$ cat src/rtl/arm_ctrl_pkg.sv
// Shared state encodings, op codes and datapath select codes for the multicycle ARM control FSM.
package arm_ctrl_pkg;

    localparam int unsigned STATE_W = 4;

    typedef enum logic [STATE_W-1:0] {
        S_FETCH    = 4'd0,
        S_DECODE   = 4'd1,
        S_MEMADR   = 4'd2,
        S_MEMREAD  = 4'd3,
        S_MEMWB    = 4'd4,
        S_MEMWRITE = 4'd5,
        S_EXECR    = 4'd6,
        S_EXECI    = 4'd7,
        S_ALUWB    = 4'd8,
        S_BRANCH   = 4'd9
    } state_t;

    localparam logic [1:0] OP_DP  = 2'b00;
    localparam logic [1:0] OP_MEM = 2'b01;
    localparam logic [1:0] OP_BR  = 2'b10;
    localparam logic [1:0] OP_UND = 2'b11;

    localparam logic [1:0] SRCB_REG  = 2'b00;
    localparam logic [1:0] SRCB_IMM  = 2'b01;
    localparam logic [1:0] SRCB_FOUR = 2'b10;

    localparam logic [1:0] RES_ALUOUT = 2'b00;
    localparam logic [1:0] RES_DATA   = 2'b01;
    localparam logic [1:0] RES_ALU    = 2'b10;

endpackage

$ cat src/rtl/ctrl_state_decode.sv
// Combinational decode of the control state into datapath selects and raw strobes.
module ctrl_state_decode
    import arm_ctrl_pkg::*;
(
    input  state_t     state,
    input  logic [1:0] op,
    output logic       ir_write,
    output logic       next_pc,
    output logic       branch,
    output logic       reg_w,
    output logic       mem_w,
    output logic       adr_src,
    output logic       alu_src_a,
    output logic [1:0] alu_src_b,
    output logic       alu_op,
    output logic [1:0] result_src,
    output logic       undef
);

    // Moore output table; everything not set in a state stays 0
    always_comb begin
        ir_write   = 1'b0;
        next_pc    = 1'b0;
        branch     = 1'b0;
        reg_w      = 1'b0;
        mem_w      = 1'b0;
        adr_src    = 1'b0;
        alu_src_a  = 1'b0;
        alu_src_b  = SRCB_REG;
        alu_op     = 1'b0;
        result_src = RES_ALUOUT;
        undef      = 1'b0;
        case (state)
            S_FETCH: begin
                alu_src_a  = 1'b1;
                alu_src_b  = SRCB_FOUR;
                result_src = RES_ALU;
                ir_write   = 1'b1;
                next_pc    = 1'b1;
            end
            S_DECODE: begin
                alu_src_a  = 1'b1;
                alu_src_b  = SRCB_FOUR;
                result_src = RES_ALU;
                undef      = (op == OP_UND);
            end
            S_MEMADR:   alu_src_b = SRCB_IMM;
            S_MEMREAD:  adr_src = 1'b1;
            S_MEMWB: begin
                result_src = RES_DATA;
                reg_w      = 1'b1;
            end
            S_MEMWRITE: begin
                adr_src = 1'b1;
                mem_w   = 1'b1;
            end
            S_EXECR: begin
                alu_src_b = SRCB_REG;
                alu_op    = 1'b1;
            end
            S_EXECI: begin
                alu_src_b = SRCB_IMM;
                alu_op    = 1'b1;
            end
            S_ALUWB:    reg_w = 1'b1;
            S_BRANCH: begin
                alu_src_b  = SRCB_IMM;
                result_src = RES_ALU;
                branch     = 1'b1;
            end
            default: ;
        endcase
    end

endmodule

$ cat src/rtl/multicycle_ctrl_fsm.sv
// Multicycle ARM control FSM: state register, sequencing, reset gating and memory-ready hold.
// Optional build macro: MEM_READY_EN adds a mem_ready input that stalls FETCH/MEMREAD/MEMWRITE.
module multicycle_ctrl_fsm
    import arm_ctrl_pkg::*;
(
    input  logic               clk,
    input  logic               reset,
`ifdef MEM_READY_EN
    input  logic               mem_ready,
`endif
    input  logic [1:0]         op,
    input  logic [5:0]         funct,
    output logic               ir_write,
    output logic               next_pc,
    output logic               branch,
    output logic               reg_w,
    output logic               mem_w,
    output logic               adr_src,
    output logic               alu_src_a,
    output logic [1:0]         alu_src_b,
    output logic               alu_op,
    output logic [1:0]         result_src,
    output logic [1:0]         imm_src,
    output logic [1:0]         reg_src,
    output logic               undef,
    output logic [STATE_W-1:0] state
);

    state_t state_q;
    state_t state_dec;
    logic   mem_rdy;
    logic   ir_write_raw, next_pc_raw, branch_raw, reg_w_raw, mem_w_raw, undef_raw;
    logic   unused_funct;

`ifdef MEM_READY_EN
    assign mem_rdy = mem_ready;
`else
    assign mem_rdy = 1'b1;
`endif

    // Only I (funct[5]) and S/L (funct[0]) steer sequencing
    assign unused_funct = ^funct[4:1];

    // State register with next-state sequencing; memory states wait for mem_rdy
    always_ff @(posedge clk) begin
        if (reset) begin
            state_q <= S_FETCH;
        end else begin
            case (state_q)
                S_FETCH:    if (mem_rdy) state_q <= S_DECODE;
                S_DECODE: begin
                    case (op)
                        OP_DP:   state_q <= funct[5] ? S_EXECI : S_EXECR;
                        OP_MEM:  state_q <= S_MEMADR;
                        OP_BR:   state_q <= S_BRANCH;
                        default: state_q <= S_FETCH;
                    endcase
                end
                S_MEMADR:   state_q <= funct[0] ? S_MEMREAD : S_MEMWRITE;
                S_MEMREAD:  if (mem_rdy) state_q <= S_MEMWB;
                S_MEMWB:    state_q <= S_FETCH;
                S_MEMWRITE: if (mem_rdy) state_q <= S_FETCH;
                S_EXECR:    state_q <= S_ALUWB;
                S_EXECI:    state_q <= S_ALUWB;
                S_ALUWB:    state_q <= S_FETCH;
                S_BRANCH:   state_q <= S_FETCH;
                default:    state_q <= S_FETCH;
            endcase
        end
    end

    // While in reset the selects present FETCH values
    assign state_dec = reset ? S_FETCH : state_q;

    ctrl_state_decode u_decode (
        .state      (state_dec),
        .op         (op),
        .ir_write   (ir_write_raw),
        .next_pc    (next_pc_raw),
        .branch     (branch_raw),
        .reg_w      (reg_w_raw),
        .mem_w      (mem_w_raw),
        .adr_src    (adr_src),
        .alu_src_a  (alu_src_a),
        .alu_src_b  (alu_src_b),
        .alu_op     (alu_op),
        .result_src (result_src),
        .undef      (undef_raw)
    );

    // Strobes are suppressed during reset; fetch strobes also wait for memory
    assign ir_write = ir_write_raw & ~reset & mem_rdy;
    assign next_pc  = next_pc_raw & ~reset & mem_rdy;
    assign branch   = branch_raw & ~reset;
    assign reg_w    = reg_w_raw & ~reset;
    assign mem_w    = mem_w_raw & ~reset;
    assign undef    = undef_raw & ~reset;

    assign imm_src = op;
    assign reg_src = {op == OP_MEM, op == OP_BR};
    assign state   = state_q;

endmodule

$ cat config.mk
export PLATFORM = sky130hd
export DESIGN_NAME = multicycle_ctrl_fsm
export DESIGN_NICKNAME = d
export VERILOG_FILES = /design/src/rtl/arm_ctrl_pkg.sv /design/src/rtl/ctrl_state_decode.sv /design/src/rtl/multicycle_ctrl_fsm.sv
export SDC_FILE = /design/constraint.sdc
export NUM_CORES = 1
export LEC_CHECK = 0
export CORE_AREA = 5 5 42 44
export CTS_CLUSTER_SIZE = 24
export DETAILED_ROUTE_END_ITERATION = 8
export DIE_AREA = 0 0 47 49
export GPL_ROUTABILITY_DRIVEN = 0
export PLACE_DENSITY = 0.8
export REMOVE_ABC_BUFFERS = 1
export SETUP_SLACK_MARGIN = 0.1
export SLEW_MARGIN = 25
export SYNTH_ARGS = -nofsm -noshare
export SYNTH_HDL_FRONTEND = slang
export SYNTH_SLANG_ARGS = --single-unit
$ cat constraint.sdc
create_clock -name clk -period 3.3 [get_ports clk]
set_input_delay 0.66 -clock clk [delete_from_list [all_inputs] [get_ports clk]]
set_output_delay 0.66 -clock clk [all_outputs]
set_load 0.02 [all_outputs]
After elaboration in Yosys (flattened, before gate mapping)
Cells that the tools add are included.
- bits of input ports: 10
- register bits after elaboration: 4
- bits in writable memories: 0
- bits in latches: 0
- logic and storage cells: 49
- ROM bits: 0
- output and inout bits: 21
- memories kept: 0
- $lt $le $gt $ge: 0
- $mul: 0
- bitwise operators: 6
- add/subtract/negate cells: 0
- equal/unequal tests: 17
- multiplexer cells: 15
- divide/modulo/power cells: 0
- reductions and logical operators: 10
- shifts and indexed selects: 0
- operator list (kind ; count):
    == test 4 x 3 -> 1 bit (second input constant) ; 6
    case mux 4 bit (5 select lines) ; 1
    == test 4 x 2 -> 1 bit (second input constant) ; 4
    case mux 4 bit (3 select lines) ; 1
    OR reduction 2 bit ; 5
    two-way mux 1 bit ; 9
    == test 4 x 1 -> 1 bit (second input constant) ; 2
    == test 4 bit (second input constant) ; 2
    logical NOT 4 bit ; 2
    case mux 2 bit (2 select lines) ; 2
    OR reduction 3 bit ; 2
    AND 1 bit ; 5
    == test 2 bit (second input constant) ; 2
    two-way mux 4 bit ; 1
    two-way mux 3 bit ; 1
    == test 2 x 1 -> 1 bit (second input constant) ; 1
    logical NOT 2 bit ; 1
    inverter 1 bit ; 1

Longest topological paths before layout
- word-level depth: 5
- mapped depth: 4
- gate-level depth less buffers: 3

By module
Synthesis repeated with hierarchy kept, for this count alone.
- cell total of the unflattened synthesis: 57
- area, all modules: 446.7 sq um
- modules (own cells, without submodules) (module ; times used ; cells each ; seq. area each (sq um) ; area an instance (sq um)):
    multicycle_ctrl_fsm ; 1 ; 34 ; 80.1 ; 269.0
    ctrl_state_decode ; 1 ; 23 ; 0.0 ; 177.7

Worst setup path before layout
OpenSTA, ideal clock, no wires.
- path kind: input-to-output
- from: input port reset
- to: output port next_pc
- stages on the path: 3
- path buffers: 1
- setup slack: 775 ps
- arrival time: 1865 ps
- cells stage by stage: or2_1 > nor4_1 > buf_4
- cells in the longest elaborated chain, start to end: 4
- ends and longest elaborated chain (what ; line ; RTL):
    from (decl) ; multicycle_ctrl_fsm.sv:7 ; input logic reset,
    two-way mux 4 bit ; multicycle_ctrl_fsm.sv:73 ; assign state_dec = reset ? S_FETCH : state_q;
    logical NOT 4 bit ; -- ;
    two-way mux 1 bit ; -- ;
    AND 1 bit (*) ; -- ;
    to (decl) ; multicycle_ctrl_fsm.sv:14 ; output logic next_pc,
Every way passes the cells marked *; elsewhere a longest branch is shown, timed or not.

Final worst setup path
- from: input port reset
- to: output port next_pc
- cells in the longest elaborated chain, start to end: 4
- ends and longest elaborated chain (what ; line ; RTL):
    two-way mux 4 bit ; multicycle_ctrl_fsm.sv:73 ;
    logical NOT 4 bit ; ctrl_state_decode.sv:33 ; case (state)
    two-way mux 1 bit ; ctrl_state_decode.sv:33 ;
    AND 1 bit (*) ; multicycle_ctrl_fsm.sv:93 ; assign next_pc = next_pc_raw & ~reset & mem_rdy;
Marks and branches as above.

==> flow_metrics.tcl <==
set metrics [dict create \
    async_flop_share 0 \
    crit_path_start_kind "input port" \
    clock_path_buffers 2 \
    synth_area_leader_cell "dfxtp_1" \
    critical_path.top_delay_family "buffers and inverters" \
    drive_gt1_frac 0.0845 \
    detail-route-antenna-nets 0 \
    rows 14 \
    slowest_stage "clkdlybuf4s50_1" \
    gr-usage-all-layers 0.0901 \
    first_pass_iters 3 \
    finalSetupTns_ns 0 \
    netlist_area_um2 380 \
    overflow 0 \
    path_cells "clkdlybuf4s50_1, or2_1, nor4_1, clkdlybuf4s50_1" \
    vdd_ir_drop_max_mv 0.158 \
    yosysSeqAreaShare 0.211 \
    cp_max_fo 7 \
    end_kind "output pin" \
    antenna_found_initial 0 \
    grt_pass1_vias 382 \
    pwr-share-comb 0.383 \
    fin_cells 87 \
    drc 0 \
    criticalPathCategory "in -> out" \
    slew_headroom 0.695 \
    nFillCells 160 \
    yosysMostFrequentCell "nor2_1" \
    synth_area_leaders "dfxtp_1, buf_6, buf_4" \
    clkPwrFrac 0.302 \
    post_cts_buffers 0 \
    required_ns 2.64 \
    multi_input_area_um2 236 \
    final-hold-violation-count 0 \
    cts-hold-fix-buffers 0 \
    netlist.area_leader.share 0.211 \
    yosys_register_bits 4 \
    pwr_density_cell_nw_per_um2 323 \
    place_area_um2 597 \
    largest_reg_flops 4 \
    p_sw_frac 0.336 \
    hpwl_um 743 \
    htreeDepth 1 \
    p_seq_frac 0.315 \
    synth_warnings 0 \
    final_util 0.444 \
    worstPathArrival_ns 2.41 \
    cts_buffers 3 \
    avgSynthCellArea_um2 7.76 \
    fmax_mhz 325 \
    clock_skew_ns 0.00161 \
    die_h_um 49 \
    ys.flop_type "dfxtp_1" \
    setup_viol 0 \
    path_buf_inv 2 \
    tritoncts "yes" \
    die_x_um 47 \
    power_mw 0.201 \
    regArea_um2 80.1 \
    ys_types 23 \
    synth-edff-count 0 \
    finalCriticalPeriod_ns 3.07 \
    placedCellCount 84 \
    fin_area_um2 622 \
    cap_violations 0 \
    grt_pass1_wl_um 1590 \
    drtIter0Drc 3 \
    status "complete, no violations" \
    start_util 0.271 \
    portBuffers 26 \
    clk_pin_slew_ns 0.04 \
    worst_slew_pin_slew_ns 0.457 \
    antenna_cells 0 \
    power.internal_mw 0.133 \
    rsz0062_at_grt "no" \
    finalMaxSlewViolations 0 \
    vias_per_cell 4.69 \
    clock_sinks 4 \
    synth_common_cells "nor2_1, buf_4, dfxtp_1" \
    routed_wl_um 996 \
    hp-class "reg -> reg" \
    vias 408 \
    synth_cells 49 \
    slowest_delay_ns 0.67 \
    root_buffer "clkbuf_4" \
    p_switching_mw 0.0674 \
    area_delta_synth_final_pct 63.5 \
    ios 31 \
    wire_per_inst_um 11.4 \
    grt_max_degree 15 \
    core-area_um2 1400 \
    clkLatencyLatePin_ns 0.23 \
    power_leakage_nw 0.228 \
    fin_crit_sh 0.931 \
    fp.dieArea_um2 2300 \
    nNetsFinal 83 \
    crit_top_cell "clkdlybuf4s50_1" \
]
metal layers:
metal / track usage / up-vias / share of wire
met2: 0.143 / 16 / 0.47
met4: 0.0276 / 0 / 0
met5: 0 / - / 0
li1: - / 211 / -
met1: 0.114 / 181 / 0.45
met3: 0.0258 / 0 / 0.085
power by group through the flow:
stage / clock (mW) / sequential (mW) / combinational, mW
detailed placement: 0 / 0.0640 / 0.0777
global route: 0.0666 / 0.0646 / 0.0825
CTS: 0.0633 / 0.0633 / 0.0781
global placement: 0 / 0.0634 / 0.0769
finish: 0.0605 / 0.0631 / 0.0769
floorplan: 0 / 0.0654 / 0.0346
worst reg2reg max path: stages, from the launching register on:
cell and delay [ns]:
dfxtp_1 0.59, nand2b_4 0.25, o22a_1 0.14, nor2_1 0.03
cell families (layout without fill, tap and decap cells):
logic type | after synthesis | count (layout) | share of synthesized area
flip-flops | 4 | 4 | 0.211
AND/OR/NAND/NOR | 27 | 27 | 0.421
buffers and inverters | 7 | 29 | 0.168
XOR/XNOR | 3 | 3 | 0.0691
AO/OA/AOI/OAI | 8 | 8 | 0.132
per-stage QoR:
| stage | hold WS (ns) | setup slack, ns |
|---|---|---|
| after CTS | 0.664 | 0.199 |
| after detailed placement | 0.651 | 0.210 |
| final | 0.654 | 0.228 |
| after global routing | 0.683 | 0.108 |
| after global placement | 0.632 | 0.218 |
| after floorplan | 0.658 | 0.573 |
final timing paths:
kind	endpoint	start	slack, ns	cells after the start
setup / recovery	next_pc	reset	0.23	4
hold / removal	state[0]$_SDFF_PP0_	state[0]$_SDFF_PP0_	0.65	1
setup reg to reg	state[1]$_SDFF_PP0_	state[1]$_SDFF_PP0_	2.19	3
hold reg to reg	state[0]$_SDFF_PP0_	state[0]$_SDFF_PP0_	0.65	1
cell type report:
| class | count | share of cell area |
|---|---|---|
| sequential | 4 | 0.129 |
| clock buffer | 3 | 0.0362 |
| multi-input combinational | 38 | 0.380 |
| timing repair buffer | 26 | 0.423 |
| tap | 16 | 0.0322 |
what timing repair did:
action | in CTS | in global routing
resized for setup | 0 | 1
setup endpoints to repair | 0 | 2
endpoints found under the hold margin | 0 | 0
cell usage in the layout (no fill, tap or decap):
cell,count
or2b_1,1
dfxtp_1,4
nor3_1,3
xor2_1,1
or3_4,1
nor4b_2,1
o21ai_0,2
nor4_1,2
nand2b_4,1
a21oi_1,3
nand2b_1,1
nor2b_1,2
nor2_1,7
a21o_1,1
a31o_1,1
clkdlybuf4s50_1,25
nand3_1,2
or2_1,2
and3_1,1
nand2_1,3
dlymetal6s2s_1,1
xnor2_1,2
clkbuf_4,3
o22a_1,1
Power figures use the tool's default switching activity.
